`config.mk`:
```
export PLATFORM = sky130hd
export DESIGN_NAME = sccb_slave_flat
export DESIGN_NICKNAME = d
export VERILOG_FILES = /design/src/rtl/sccb_slave_if.sv /design/src/rtl/sccb_slave.sv /design/src/flat_wrapper.sv
export SDC_FILE = /design/constraint.sdc
export NUM_CORES = 1
export LEC_CHECK = 0
export CAP_MARGIN = 30
export CORE_ASPECT_RATIO = 1.1
export CORE_UTILIZATION = 45
export CTS_CLUSTER_SIZE = 28
export DETAILED_ROUTE_END_ITERATION = 10
export PLACE_DENSITY = 0.67
export SYNTH_ARGS = -nofsm -noshare
export SYNTH_HDL_FRONTEND = slang
export SYNTH_SLANG_ARGS = --single-unit
```
`constraint.sdc`:
```
create_clock -name clk -period 2.69 [get_ports clk]
set_input_delay 0.6725 -clock clk [delete_from_list [all_inputs] [get_ports clk]]
set_output_delay 0.6725 -clock clk [all_outputs]
set_load 0.03 [all_outputs]
```
`src/rtl/sccb_slave_if.sv`:
```
// sccb_slave_if
// Bundles the SCCB line signals and the register-file side of sccb_slave.
//   sio_c, sio_d_r    : SCCB clock and sampled data line (asynchronous)
//   sio_d_wr(_en)     : data the target drives onto sio_d, and its tri-state enable
//   reg_addr          : latched 16-bit register address
//   reg_wr_data/_en   : write data and one-cycle write strobe
//   reg_rd_en         : one-cycle read strobe
//   reg_rd_data       : read data, valid the cycle after reg_rd_en
//   busy, id_err      : frame in progress; device ID mismatch pulse
// Modport slave is used by the target; modport master by whatever drives the bus.
`timescale 1ns/1ps
interface sccb_slave_if;
  logic        sio_c;
  logic        sio_d_r;
  logic        sio_d_wr;
  logic        sio_d_wr_en;
  logic [15:0] reg_addr;
  logic [7:0]  reg_wr_data;
  logic        reg_wr_en;
  logic        reg_rd_en;
  logic [7:0]  reg_rd_data;
  logic        busy;
  logic        id_err;

  modport slave (
    input  sio_c, sio_d_r, reg_rd_data,
    output sio_d_wr, sio_d_wr_en, reg_addr, reg_wr_data, reg_wr_en,
           reg_rd_en, busy, id_err
  );

  modport master (
    output sio_c, sio_d_r, reg_rd_data,
    input  sio_d_wr, sio_d_wr_en, reg_addr, reg_wr_data, reg_wr_en,
           reg_rd_en, busy, id_err
  );
endinterface

```
`src/rtl/sccb_slave.sv`:
```
// sccb_slave
// SCCB target: decodes START/STOP, device ID, 16-bit register address and
// 8-bit data; issues single-cycle register write/read strobes and shifts
// read data back out on sio_d.
// Ports: clk, rst_n (asynchronous, active-low), bus (sccb_slave_if.slave).
// Optional build macro SCCB_SLAVE_ACK_EN: drive an I2C-style ACK (0) in the
// ninth bit of a matched ID, both address bytes and the write data byte.
// Without it the ninth bit is never driven.
`timescale 1ns/1ps
module sccb_slave #(
  parameter logic [7:0] DEV_ID      = 8'h78,
  parameter int         SYNC_STAGES = 2
) (
  input logic         clk,
  input logic         rst_n,
  sccb_slave_if.slave bus
);

  typedef enum logic [3:0] {
    IDLE, ID, ID_X, AH, AH_X, AL, AL_X, WD, WD_X, RD, RD_X, WAIT_STOP
  } state_t;

  localparam logic [7:0] RD_ID = DEV_ID | 8'h01;

  state_t state, state_nxt;
  logic [2:0] bit_cnt;
  logic [SYNC_STAGES-1:0] scl_sync_p0, sda_sync_p0;
  logic scl_p1, sda_p1;
  logic scl, sda, scl_rise, scl_fall, start_det, stop_det;
  logic [6:0] rx_sh;
  logic [7:0] rx_byte, id_q, tx_sh;
  logic cnt_clr, cnt_inc, ld_id, ld_ah, ld_al, ld_wd, id_bad, rd_req;
  logic tx_first, tx_next, drv_off, ack_on;
  logic rd_cap_p0;
  logic sd_wr, sd_en, wr_en, rd_en, busy_q, id_err_q;
  logic [15:0] addr_q;
  logic [7:0] wr_data_q;

  // Stage 0: synchronisers; stage 1: one extra flop for edge detection
  always_ff @(posedge clk or negedge rst_n) begin
    if (!rst_n) begin
      scl_sync_p0 <= '1;
      sda_sync_p0 <= '1;
      scl_p1      <= 1'b1;
      sda_p1      <= 1'b1;
    end else begin
      scl_sync_p0 <= {scl_sync_p0[SYNC_STAGES-2:0], bus.sio_c};
      sda_sync_p0 <= {sda_sync_p0[SYNC_STAGES-2:0], bus.sio_d_r};
      scl_p1      <= scl_sync_p0[SYNC_STAGES-1];
      sda_p1      <= sda_sync_p0[SYNC_STAGES-1];
    end
  end

  assign scl       = scl_sync_p0[SYNC_STAGES-1];
  assign sda       = sda_sync_p0[SYNC_STAGES-1];
  assign scl_rise  = scl & ~scl_p1;
  assign scl_fall  = ~scl & scl_p1;
  assign start_det = scl & sda_p1 & ~sda;
  assign stop_det  = scl & ~sda_p1 & sda;
  assign rx_byte   = {rx_sh, sda};

  always_ff @(posedge clk or negedge rst_n) begin
    if (!rst_n) begin
      state   <= IDLE;
      bit_cnt <= 3'd0;
    end else begin
      state <= state_nxt;
      if (cnt_clr)      bit_cnt <= 3'd0;
      else if (cnt_inc) bit_cnt <= bit_cnt + 3'd1;
    end
  end

  // Byte states count 8 rises (counter wraps to 0 on entering _X). In an _X
  // state the counter marks whether the ninth rise has been seen, so the
  // first fall (start of bit 9) and the exit fall can be told apart.
  always_comb begin
    state_nxt = state;
    cnt_clr   = 1'b0;
    cnt_inc   = 1'b0;
    ld_id     = 1'b0;
    ld_ah     = 1'b0;
    ld_al     = 1'b0;
    ld_wd     = 1'b0;
    id_bad    = 1'b0;
    rd_req    = 1'b0;
    tx_first  = 1'b0;
    tx_next   = 1'b0;
    drv_off   = 1'b0;
    ack_on    = 1'b0;
    if (stop_det) begin
      state_nxt = IDLE;
      cnt_clr   = 1'b1;
      drv_off   = 1'b1;
    end else if (start_det) begin
      state_nxt = ID;
      cnt_clr   = 1'b1;
      drv_off   = 1'b1;
    end else begin
      case (state)
        ID, AH, AL, WD: begin
          if (scl_rise) begin
            cnt_inc = 1'b1;
            if (bit_cnt == 3'd7) begin
              case (state)
                ID: begin
                  state_nxt = ID_X;
                  ld_id     = 1'b1;
                  id_bad    = (rx_byte != DEV_ID) && (rx_byte != RD_ID);
                end
                AH: begin state_nxt = AH_X; ld_ah = 1'b1; end
                AL: begin state_nxt = AL_X; ld_al = 1'b1; end
                default: begin state_nxt = WD_X; ld_wd = 1'b1; end
              endcase
            end
          end
        end
        ID_X, AH_X, AL_X, WD_X, RD_X: begin
          if (scl_rise && bit_cnt == 3'd0) begin
            cnt_inc = 1'b1;
            rd_req  = (state == ID_X) && (id_q == RD_ID);
          end else if (scl_fall && bit_cnt == 3'd1) begin
            cnt_clr = 1'b1;
            drv_off = 1'b1;
            case (state)
              ID_X: begin
                if (id_q == DEV_ID) begin
                  state_nxt = AH;
                end else if (id_q == RD_ID) begin
                  // Keep driving: bit 7 of read data replaces the ninth bit
                  state_nxt = RD;
                  drv_off   = 1'b0;
                  tx_first  = 1'b1;
                end else begin
                  state_nxt = WAIT_STOP;
                end
              end
              AH_X:    state_nxt = AL;
              AL_X:    state_nxt = WD;
              default: state_nxt = WAIT_STOP;
            endcase
          end
`ifdef SCCB_SLAVE_ACK_EN
          else if (scl_fall && bit_cnt == 3'd0 && state != RD_X &&
                   (state != ID_X || id_q == DEV_ID || id_q == RD_ID)) begin
            ack_on = 1'b1;
          end
`endif
        end
        RD: begin
          if (scl_fall) begin
            if (bit_cnt == 3'd7) begin
              // Release the line for the master's NA bit
              state_nxt = RD_X;
              cnt_clr   = 1'b1;
              drv_off   = 1'b1;
            end else begin
              cnt_inc = 1'b1;
              tx_next = 1'b1;
            end
          end
        end
        default: ;
      endcase
    end
  end

  // Stage 2: control and output registers
  always_ff @(posedge clk or negedge rst_n) begin
    if (!rst_n) begin
      sd_wr     <= 1'b1;
      sd_en     <= 1'b0;
      addr_q    <= 16'h0000;
      wr_data_q <= 8'h00;
      wr_en     <= 1'b0;
      rd_en     <= 1'b0;
      rd_cap_p0 <= 1'b0;
      busy_q    <= 1'b0;
      id_err_q  <= 1'b0;
    end else begin
      wr_en     <= ld_wd;
      rd_en     <= rd_req;
      rd_cap_p0 <= rd_en;
      id_err_q  <= id_bad;
      if (ld_ah) addr_q[15:8] <= rx_byte;
      if (ld_al) addr_q[7:0]  <= rx_byte;
      if (ld_wd) wr_data_q    <= rx_byte;
      if (start_det)     busy_q <= 1'b1;
      else if (stop_det) busy_q <= 1'b0;
      if (drv_off) begin
        sd_en <= 1'b0;
        sd_wr <= 1'b1;
      end
      if (ack_on) begin
        sd_en <= 1'b1;
        sd_wr <= 1'b0;
      end
      if (tx_first || tx_next) begin
        sd_en <= 1'b1;
        sd_wr <= tx_sh[7];
      end
    end
  end

  // Data shift registers carry no reset; they are always reloaded before use
  always_ff @(posedge clk) begin
    if (scl_rise) rx_sh <= rx_byte[6:0];
    if (ld_id)    id_q  <= rx_byte;
    if (rd_cap_p0)                tx_sh <= bus.reg_rd_data;
    else if (tx_first || tx_next) tx_sh <= {tx_sh[6:0], 1'b1};
  end

  assign bus.sio_d_wr    = sd_wr;
  assign bus.sio_d_wr_en = sd_en;
  assign bus.reg_addr    = addr_q;
  assign bus.reg_wr_data = wr_data_q;
  assign bus.reg_wr_en   = wr_en;
  assign bus.reg_rd_en   = rd_en;
  assign bus.busy        = busy_q;
  assign bus.id_err      = id_err_q;

endmodule

```
`src/flat_wrapper.sv`:
```
// flat-port wrapper written by rule: the top's interface ports become plain ports
module sccb_slave_flat 
#(
  parameter logic [7:0] DEV_ID      = 8'h78,
  parameter int         SYNC_STAGES = 2
)
  (clk, rst_n, bus_sio_c, bus_sio_d_r, bus_reg_rd_data, bus_sio_d_wr, bus_sio_d_wr_en, bus_reg_addr, bus_reg_wr_data, bus_reg_wr_en, bus_reg_rd_en, bus_busy, bus_id_err);
  sccb_slave_if bus_i ();
  input logic clk;
  input logic rst_n;
  input wire logic [$bits(bus_i.sio_c)-1:0] bus_sio_c;
  input wire logic [$bits(bus_i.sio_d_r)-1:0] bus_sio_d_r;
  input wire logic [$bits(bus_i.reg_rd_data)-1:0] bus_reg_rd_data;
  output wire logic [$bits(bus_i.sio_d_wr)-1:0] bus_sio_d_wr;
  output wire logic [$bits(bus_i.sio_d_wr_en)-1:0] bus_sio_d_wr_en;
  output wire logic [$bits(bus_i.reg_addr)-1:0] bus_reg_addr;
  output wire logic [$bits(bus_i.reg_wr_data)-1:0] bus_reg_wr_data;
  output wire logic [$bits(bus_i.reg_wr_en)-1:0] bus_reg_wr_en;
  output wire logic [$bits(bus_i.reg_rd_en)-1:0] bus_reg_rd_en;
  output wire logic [$bits(bus_i.busy)-1:0] bus_busy;
  output wire logic [$bits(bus_i.id_err)-1:0] bus_id_err;
  assign bus_i.sio_c = bus_sio_c;
  assign bus_i.sio_d_r = bus_sio_d_r;
  assign bus_i.reg_rd_data = bus_reg_rd_data;
  assign bus_sio_d_wr = bus_i.sio_d_wr;
  assign bus_sio_d_wr_en = bus_i.sio_d_wr_en;
  assign bus_reg_addr = bus_i.reg_addr;
  assign bus_reg_wr_data = bus_i.reg_wr_data;
  assign bus_reg_wr_en = bus_i.reg_wr_en;
  assign bus_reg_rd_en = bus_i.reg_rd_en;
  assign bus_busy = bus_i.busy;
  assign bus_id_err = bus_i.id_err;
  sccb_slave #(.DEV_ID(DEV_ID), .SYNC_STAGES(SYNC_STAGES)) u_core (.clk(clk), .rst_n(rst_n), .bus(bus_i));
endmodule
```
# Yosys cells after proc, flatten, opt, wreduce, memory -nomap -nowiden
# Index checks and enable logic that the tools add are counted.
[totals]
register_bits = 67
out_inout_bits = 30
[op_classes]
mux = 90
n_addsub = 1
n_bitwise = 10
eq_ne = 22
n_reduce_logical = 15
[op_table]
columns = ["operator", "count"]
rows = [
  ["2-to-1 mux 1 bit", 70],
  ["2-to-1 mux 4 bit", 9],
  ["case mux 4 bit (3 select lines)", 3],
  ["inequality test 4 x 1 -> 1 bit (second input constant)", 5],
  ["equality test 4 x 3 -> 1 bit (second input constant)", 4],
  ["equality test 8 x 7 -> 1 bit (second input constant)", 2],
  ["2-to-1 mux 8 bit", 2],
  ["inequality test 8 x 7 -> 1 bit (second input constant)", 2],
  ["equality test 4 bit (second input constant)", 3],
  ["equality test 4 x 2 -> 1 bit (second input constant)", 2],
  ["nonzero test 2 bit", 4],
  ["AND reduction 7 bit", 1],
  ["bitwise AND 1 bit", 6],
  ["2-to-1 mux 3 bit", 2],
  ["nonzero test 5 bit", 1],
  ["OR reduction 5 bit", 1],
  ["equality test 4 x 1 -> 1 bit (second input constant)", 1],
  ["logical AND 1 bit", 4],
  ["inequality test 4 x 2 -> 1 bit (second input constant)", 1],
  ["inverter 1 bit", 4],
  ["case mux 1 bit (2 select lines)", 2],
  ["OR reduction 4 bit", 1],
  ["adder 3 x 1 -> 3 bit (second input constant)", 1],
  ["equality test 3 x 1 -> 1 bit (second input constant)", 1],
  ["6 further kinds", 6],
]

# Logic depth before layout (Yosys ltp)
# Gate-level depths: netlist (run 1).
[logic_depth]
depth_word = 12
mapped_depth = 6

# Least setup slack after synthesis (run 1)
# No wires, ideal clock.
[synth_timing]
kind = "flip-flop to flip-flop"
start = "register u_core.bit_cnt[0]"
end = "register u_core.addr_q[0], in the netlist u_core.bus.reg_addr[0]"
path_stages_with_launch = 7
period_less_slack_ns = 1.902
slack_ns = 0.788
arrival_ns = 1.778
required_time_ns = 2.565
setup_ns = 0.125
path_cell_list = "dfrtp_1 > ha_1 > ha_1 > inv_1 > nor4_4 > nand3_2 > mux2_2"
[synth_via]
elab_chain_cells = 6
[synth_lines]
columns = ["element", "line", "source"]
rows = [
  ["start: declaration", "sccb_slave.sv:26", "logic [2:0] bit_cnt;"],
  ["start signal: assignment", "sccb_slave.sv:69", "else if (cnt_inc) bit_cnt <= bit_cnt + 3'd1;"],
  ["equality test 3 bit", "sccb_slave.sv:103", "if (bit_cnt == 3'd7) begin"],
  ["2-to-1 mux 1 bit", "sccb_slave.sv:103", ""],
  ["2-to-1 mux 1 bit", "sccb_slave.sv:101", "if (scl_rise) begin"],
  ["2-to-1 mux 1 bit", "sccb_slave.sv:99", "case (state)"],
  ["2-to-1 mux 1 bit", "sccb_slave.sv:94", "end else if (start_det) begin"],
  ["2-to-1 mux 1 bit", "sccb_slave.sv:90", "if (stop_det) begin"],
  ["end signal: assignment", "sccb_slave.sv:185", "if (ld_al) addr_q[7:0] <= rx_byte;"],
  ["end: declaration", "sccb_slave.sv:36", "logic [15:0] addr_q;"],
]
# No other way between the ends.
# A chain may end at the register's enable or synchronous reset.

# Worst setup path after layout (run 1)
[layout_timing]
start = "register u_core.sd_wr, in the netlist u_core.bus.sio_d_wr"
end = "output port bus_sio_d_wr"
[layout_rtl]
columns = ["element", "line", "source"]
rows = [
  ["start: declaration", "sccb_slave.sv:35", "logic sd_wr, sd_en, wr_en, rd_en, busy_q, id_err_q;"],
  ["start signal: assignment", "sccb_slave.sv:199", "sd_wr <= tx_sh[7];"],
  ["end: declaration", "flat_wrapper.sv:14", "output wire logic [$bits(bus_i.sio_d_wr)-1:0] bus_sio_d_wr;"],
]
# No word-level cell between the ends.

==> impl_metrics.toml, run 1 <==
[sta]
timing.fmax_mhz = 453.3
tightestPinTransition_ps = 687.2
setup_viol = 0
finalCritPeriodShare_pct = 82.02
relSlewSlack_pct = 53.54
fin_crit_ps = 2206
clock_skew_ps = 6.243
fin_setup_tns_ps = 0
hold_viol = 0
finalWorstSetupSlack_ps = 483.7
slew_viol_final = 0
rsz0062_at_grt = "false"

[setup_path]
start_kind = "flop"
cp_max_fo = 2
crit_family = "buffers and inverters"
cp.depth = 1
worstRegToRegCells = 6
path_cells = "clkdlybuf4s50_1"
crit_buf_inv = 1
endpoint_kind = "output port"
critPathMaxStageDelay_ps = 660
arrival_ps = 1530
slowest_stage = "clkdlybuf4s50_1"
critical_path_class = "flop to output port"
cp.required_ps = 2020

[clock_network]
cts_num_sinks = 67
htree_levels = 3
cts_resized = 0
cts_tree = "yes"
cts-root-buf = "clkbuf_8"
postCtsHoldBufs = 0
cts_setup_buffers = 0
clkTransAtPathRegs_ps = 70
insertion_delay_ps = 350
clockBufferDepth = 2
cts_buffers = 9

[detailed_routing]
drt-pass1-iter-count = 4
remaining_drc_errors = 0
avgRoutedWirePerCell_um = 15.54
ant_nets = 0
via_per_inst = 5.385
drt-initial-drc-count = 133
drt_wl_total_um = 5330
vias = 1847

[placement]
dp_hpwl_um = 3677
place_ws_ps = 557.2
finalWeightedCongestion = 0.8690
placed_area_um2 = 3458
numPortBuffers = 41

[logic_synthesis]
syn_nets = 224
synth_area_leaders = "dfrtp_1 (31%), edfxtp_1 (23%), mux2_2 (12%)"
yosys.cell_types.count = 58
seq_area_frac_synth_pct = 60.92
syn_inst = 208
synth_top_area_share_pct = 31.33
synth_top_flop_cell = "dfrtp_1"
synth_seq_cells = 67
async_reset_ff_share_pct = 65.67
yosysWarningCount = 0
synth-edff-count = 23
syn-mean-instance-area_um2 = 14.21
syn_area_um2 = 2955
synth_top_area_cell = "dfrtp_1"

[global_route]
grt_pass1_vias = 1787
overflow = 0
grt_max_degree = 45
grt_usage_pct = 17.42
grt_pass1_wl_um = 8901
grt_antenna_before_repair = 0

[die]
die_h_um = 87.00
io_pins = 42
dieArea_um2 = 6896
core_um2 = 6269
rows = 30
die_w_um = 79.27
start_util_pct = 47.15

[power]
p_leak_nw = 1.541
ir_drop_v = 0.0003455
powerDensity_nw_per_um2 = 584.7

[cells_and_area]
nNetsFinal = 274
drive_above_1_share_pct = 27.76
layout_commonest_cell = "clkdlybuf4s50_1"
area_growth_pct = 24.64
stdcell_area_um2 = 3684
diodes = 0
mostFrequentLayoutCells = "clkdlybuf4s50_1 (40), dfrtp_1 (37), mux2_2 (31), edfxtp_1 (23)"

[min_path]
hold_depth = 0
hp-class = "flop to flop"

[flow_run]
cap_violations = 0

[run_status]
status = "finished clean"
[cells in the mapped netlist, types with 2 or more instances]
library cell	n
nand2b_1	4
clkbuf_1	2
nor3_1	4
and2_1	2
nor2_1	4
nor4bb_1	2
o32ai_1	3
a21o_1	2
o2111ai_1	2
a21oi_1	3
and4b_1	2
mux2_2	31
buf_4	2
edfxtp_1	23
buf_2	2
dfstp_2	7
dfrtp_1	37
o21ai_0	11
inv_1	11
ha_1	4
o221ai_1	2
or3_1	2
nand2_1	5
and4_4	2
nand3_1	5
o21a_1	2
[metal layers]
metal	routed length [µm]	vias to the layer above	global-route usage, %
li1	-	882	-
met1	2545	914	23.99
met2	2452	42	25.71
met3	237	9	3.560
met4	95	0	9.917
met5	0	-	0
[final timing paths]
| check | startpoint | to | slack [ps] |
|---|---|---|---|
| max in group asynchronous | rst_n | u_core.bus.reg_addr[2] | 1900 |
| max | u_core.bus.sio_d_wr | bus_sio_d_wr | 480 |
| min | u_core.scl_sync_p0[0] | u_core.scl_sync_p0[1] | 360 |
| min reg2reg | u_core.scl_sync_p0[0] | u_core.scl_sync_p0[1] | 360 |
| max reg2reg | u_core.bit_cnt[0] | u_core.bus.reg_addr[12] | 550 |
| min in group asynchronous | rst_n | u_core.bus.sio_d_wr_en | 390 |
[logic make-up (layout without fill, tap and decap cells)]
group / after synthesis / in the layout / synth area share [%]
simple gates: 49 / 49 / 12.66
buf+inv: 19 / 74 / 3.006
mux: 31 / 31 / 11.81
compound gates: 36 / 36 / 9.314
fa+ha+maj: 4 / 4 / 1.694
xor+xnor: 2 / 2 / 0.5928
flops: 67 / 67 / 60.92
[worst reg2reg max path, delay by kind of cell (launching register included)]
family                     cells  cell delay, ps
adders and majority gates      2             420
DFF                            1             410
buffers and inverters          1             140
muxes                          1             340
and+or+nand+nor                2             720
[power by group]
group / internal (W) / switching [W] / total (W)
Sequential: 0.00108 / 0.0000218 / 0.00110
Combinational: 0.0000493 / 0.0000709 / 0.000120
Clock: 0.000529 / 0.000408 / 0.000937
[metrics by stage]
step           instances  utilization (%)  hold WS [ps]  total power, W
2_1_floorplan        208                -         345.2        0.001184
3_3_place_gp         327            55.17         346.4        0.001238
3_5_place_dp         327            55.17         349.3        0.001240
4_1_cts              343            58.76         360.7        0.002178
5_1_grt              343            58.76         362.6        0.002234
6_report             343            58.76         359.1        0.002154
[flip-flops by register name, indices dropped and copies added, names as in the netlist]
signal                  cells
u_core.bus.sio_d_wr_en      1
u_core.bus.reg_addr        16
u_core.scl_sync_p0          2
u_core.sda_sync_p0          2
u_core.tx_sh                8
u_core.bus.reg_wr_data      8
u_core.state                4
u_core.bus.busy             1
u_core.rd_cap_p0            1
u_core.id_q                 8
u_core.scl_p1               1
u_core.sda_p1               1
u_core.bus.id_err           1
u_core.bus.sio_d_wr         1
u_core.bus.reg_rd_en        1
u_core.bit_cnt              3
u_core.bus.reg_wr_en        1
u_core.rx_sh                7
[layout make-up]
type	count	area, µm²
fillers	524	2585
clock buffers	9	123.9
clock inverters	7	101.3
well taps	80	100.1
repair buffers	47	450.4
multi-input cells	122	1066
inverters	11	41.29
flip-flops and latches	67	1800
Power figures use the tool's default switching activity.
==> inputs of run 2 (changes only) <==
--- a/config.mk
+++ b/config.mk
@@ -10,7 +10,7 @@
 export CORE_UTILIZATION = 45
 export CTS_CLUSTER_SIZE = 28
 export DETAILED_ROUTE_END_ITERATION = 10
-export PLACE_DENSITY = 0.67
+export PLACE_DENSITY = 0.69
 export SYNTH_ARGS = -nofsm -noshare
 export SYNTH_HDL_FRONTEND = slang
 export SYNTH_SLANG_ARGS = --single-unit
==> constraint.sdc (replaced) <==
create_clock -name clk -period 2 [get_ports clk]
set_input_delay 0.5 -clock clk [delete_from_list [all_inputs] [get_ports clk]]
set_output_delay 0.5 -clock clk [all_outputs]
set_load 0.03 [all_outputs]
==> impl_metrics.toml, run 2 (synthesis results as in run 1) <==
[global_route]
grt_usage_pct = 18.54
grt_pass1_wl_um = 9556
grt_pass1_vias = 1957
grt_antenna_before_repair = 0
overflow = 0
grt_max_degree = 27

[detailed_routing]
remaining_drc_errors = 0
ant_nets = 0
via_per_inst = 5.496
vias = 1940
drt-pass1-iter-count = 4
drt-initial-drc-count = 136
avgRoutedWirePerCell_um = 16.19
drt_wl_total_um = 5716

[run_status]
status = "finished clean"

[setup_path]
slowest_stage = "dfrtp_1"
reg2reg_setup_slack_ps = 120
endpoint_kind = "flop"
r2r_end = "u_core.bus.reg_wr_data[6]"
cpMostUsedCell = "ha_1"
arrival_ps = 2110
r2r_start = "u_core.bit_cnt[1]"
cp_max_fo = 9
crit_buf_inv = 2
critical_path_class = "flop to flop"
worstRegToRegCells = 7
start_kind = "flop"
crit_family = "simple AND/OR/NAND/NOR gates"
path_cells = "ha_1, ha_1, inv_1, nor4_4, buf_4, nand4_4, mux2_2"
cp.required_ps = 2220
critPathMaxStageDelay_ps = 360

[cells_and_area]
nNetsFinal = 284
nFillCells = 512
finish.utilization_pct = 59.74
mostFrequentLayoutCells = "clkdlybuf4s50_1 (39), dfrtp_1 (37), mux2_2 (31), edfxtp_1 (23), buf_4 (15)"
diodes = 0
drive_above_1_share_pct = 30.40
stdcell_count = 353
stdcell_area_um2 = 3745
layout_commonest_cell = "clkdlybuf4s50_1"
area_growth_pct = 26.71
largest_register_ff_count = 16

[die]
start_util_pct = 47.15
io_pins = 42
dieArea_um2 = 6896
die_h_um = 87.00
rows = 30
core_um2 = 6269
die_w_um = 79.27

[clock_network]
clkTransAtPathRegs_ps = 80
cts_num_sinks = 67
cts_tree = "yes"
cts-root-buf = "clkbuf_8"
cts_buffers = 9
htree_levels = 3
clockBufferDepth = 2
insertion_delay_ps = 340

[min_path]
hp-class = "input pin to async pin"

[sta]
fin_setup_tns_ps = 0
finalCritPeriodShare_pct = 94.19
hold_viol = 0
relSlewSlack_pct = 71.35
slew_viol_final = 0
rsz0062_at_grt = "false"
tightestPinTransition_ps = 424.0
timing.fmax_mhz = 530.8
clock_skew_ps = 7.642
setup_viol = 0
fin_crit_ps = 1884

[placement]
numPortBuffers = 41
finalWeightedCongestion = 0.8915
dp_cells = 336
placed_area_um2 = 3538
dp_hpwl_um = 3941

[power]
ir_drop_v = 0.0005416
p_leak_nw = 1.582
powerDensity_nw_per_um2 = 743.8
total_power_w = 0.002786

[flow_run]
cap_violations = 0
==> run 2: layout make-up <==
type | count | area [µm²] | area share [%]
repair buffers | 57 | 536.8 | 14.33
well taps | 80 | 100.1 | 2.673
multi-input cells | 122 | 1069 | 28.53
clock buffers | 9 | 123.9 | 3.308
clock inverters | 7 | 73.82 | 1.971
inverters | 11 | 41.29 | 1.103
flip-flops and latches | 67 | 1800 | 48.08
==> run 2: metal layers <==
| layer | GRT usage, % | routed length, µm |
|---|---|---|
| met5 | 0 | 0 |
| met2 | 28.76 | 2653 |
| met1 | 23.18 | 2495 |
| met3 | 5.550 | 388 |
| met4 | 10.41 | 178 |
==> run 2: metrics by stage <==
step / worst slack [ps] / hold WS [ps]
after floorplan: 97.63 / 204.4
after global placement: 72.90 / 345.7
after detailed placement: 53.11 / 349.0
after CTS: 30.25 / 106.0
after global routing: 5.872 / 111.5
final: 116.1 / 92.17
==> run 2: how the worst max path moves through the flow <==
stage                                      endpoint               from  slack [ps]  cells past startpoint
after CTS                 u_core.bus.reg_wr_data[5]  u_core.bit_cnt[1]          30                      6
final                     u_core.bus.reg_wr_data[6]  u_core.bit_cnt[1]         120                      7
after detailed placement  u_core.bus.reg_wr_data[0]  u_core.bit_cnt[1]          50                      6
after global placement    u_core.bus.reg_wr_data[0]  u_core.bit_cnt[0]          70                      6
after floorplan              u_core.bus.reg_addr[0]  u_core.bit_cnt[0]         100                      6
after global routing         u_core.bus.reg_addr[6]  u_core.bit_cnt[1]           6                      7
==> run 2: report_power, final <==
part           switching (W)  total (W)  internal, W
combinational       0.000112   0.000191    0.0000797
clock               0.000546    0.00113     0.000582
sequential         0.0000205    0.00147      0.00145
total               0.000678    0.00279      0.00211
==> run 2: repair_timing <==
item	4_1_cts	5_1_grt
endpoints found under the setup margin	1	32
buffers inserted	0	1
gates resized for setup	1	2
pin swaps	0	2
hold buffers	0	0
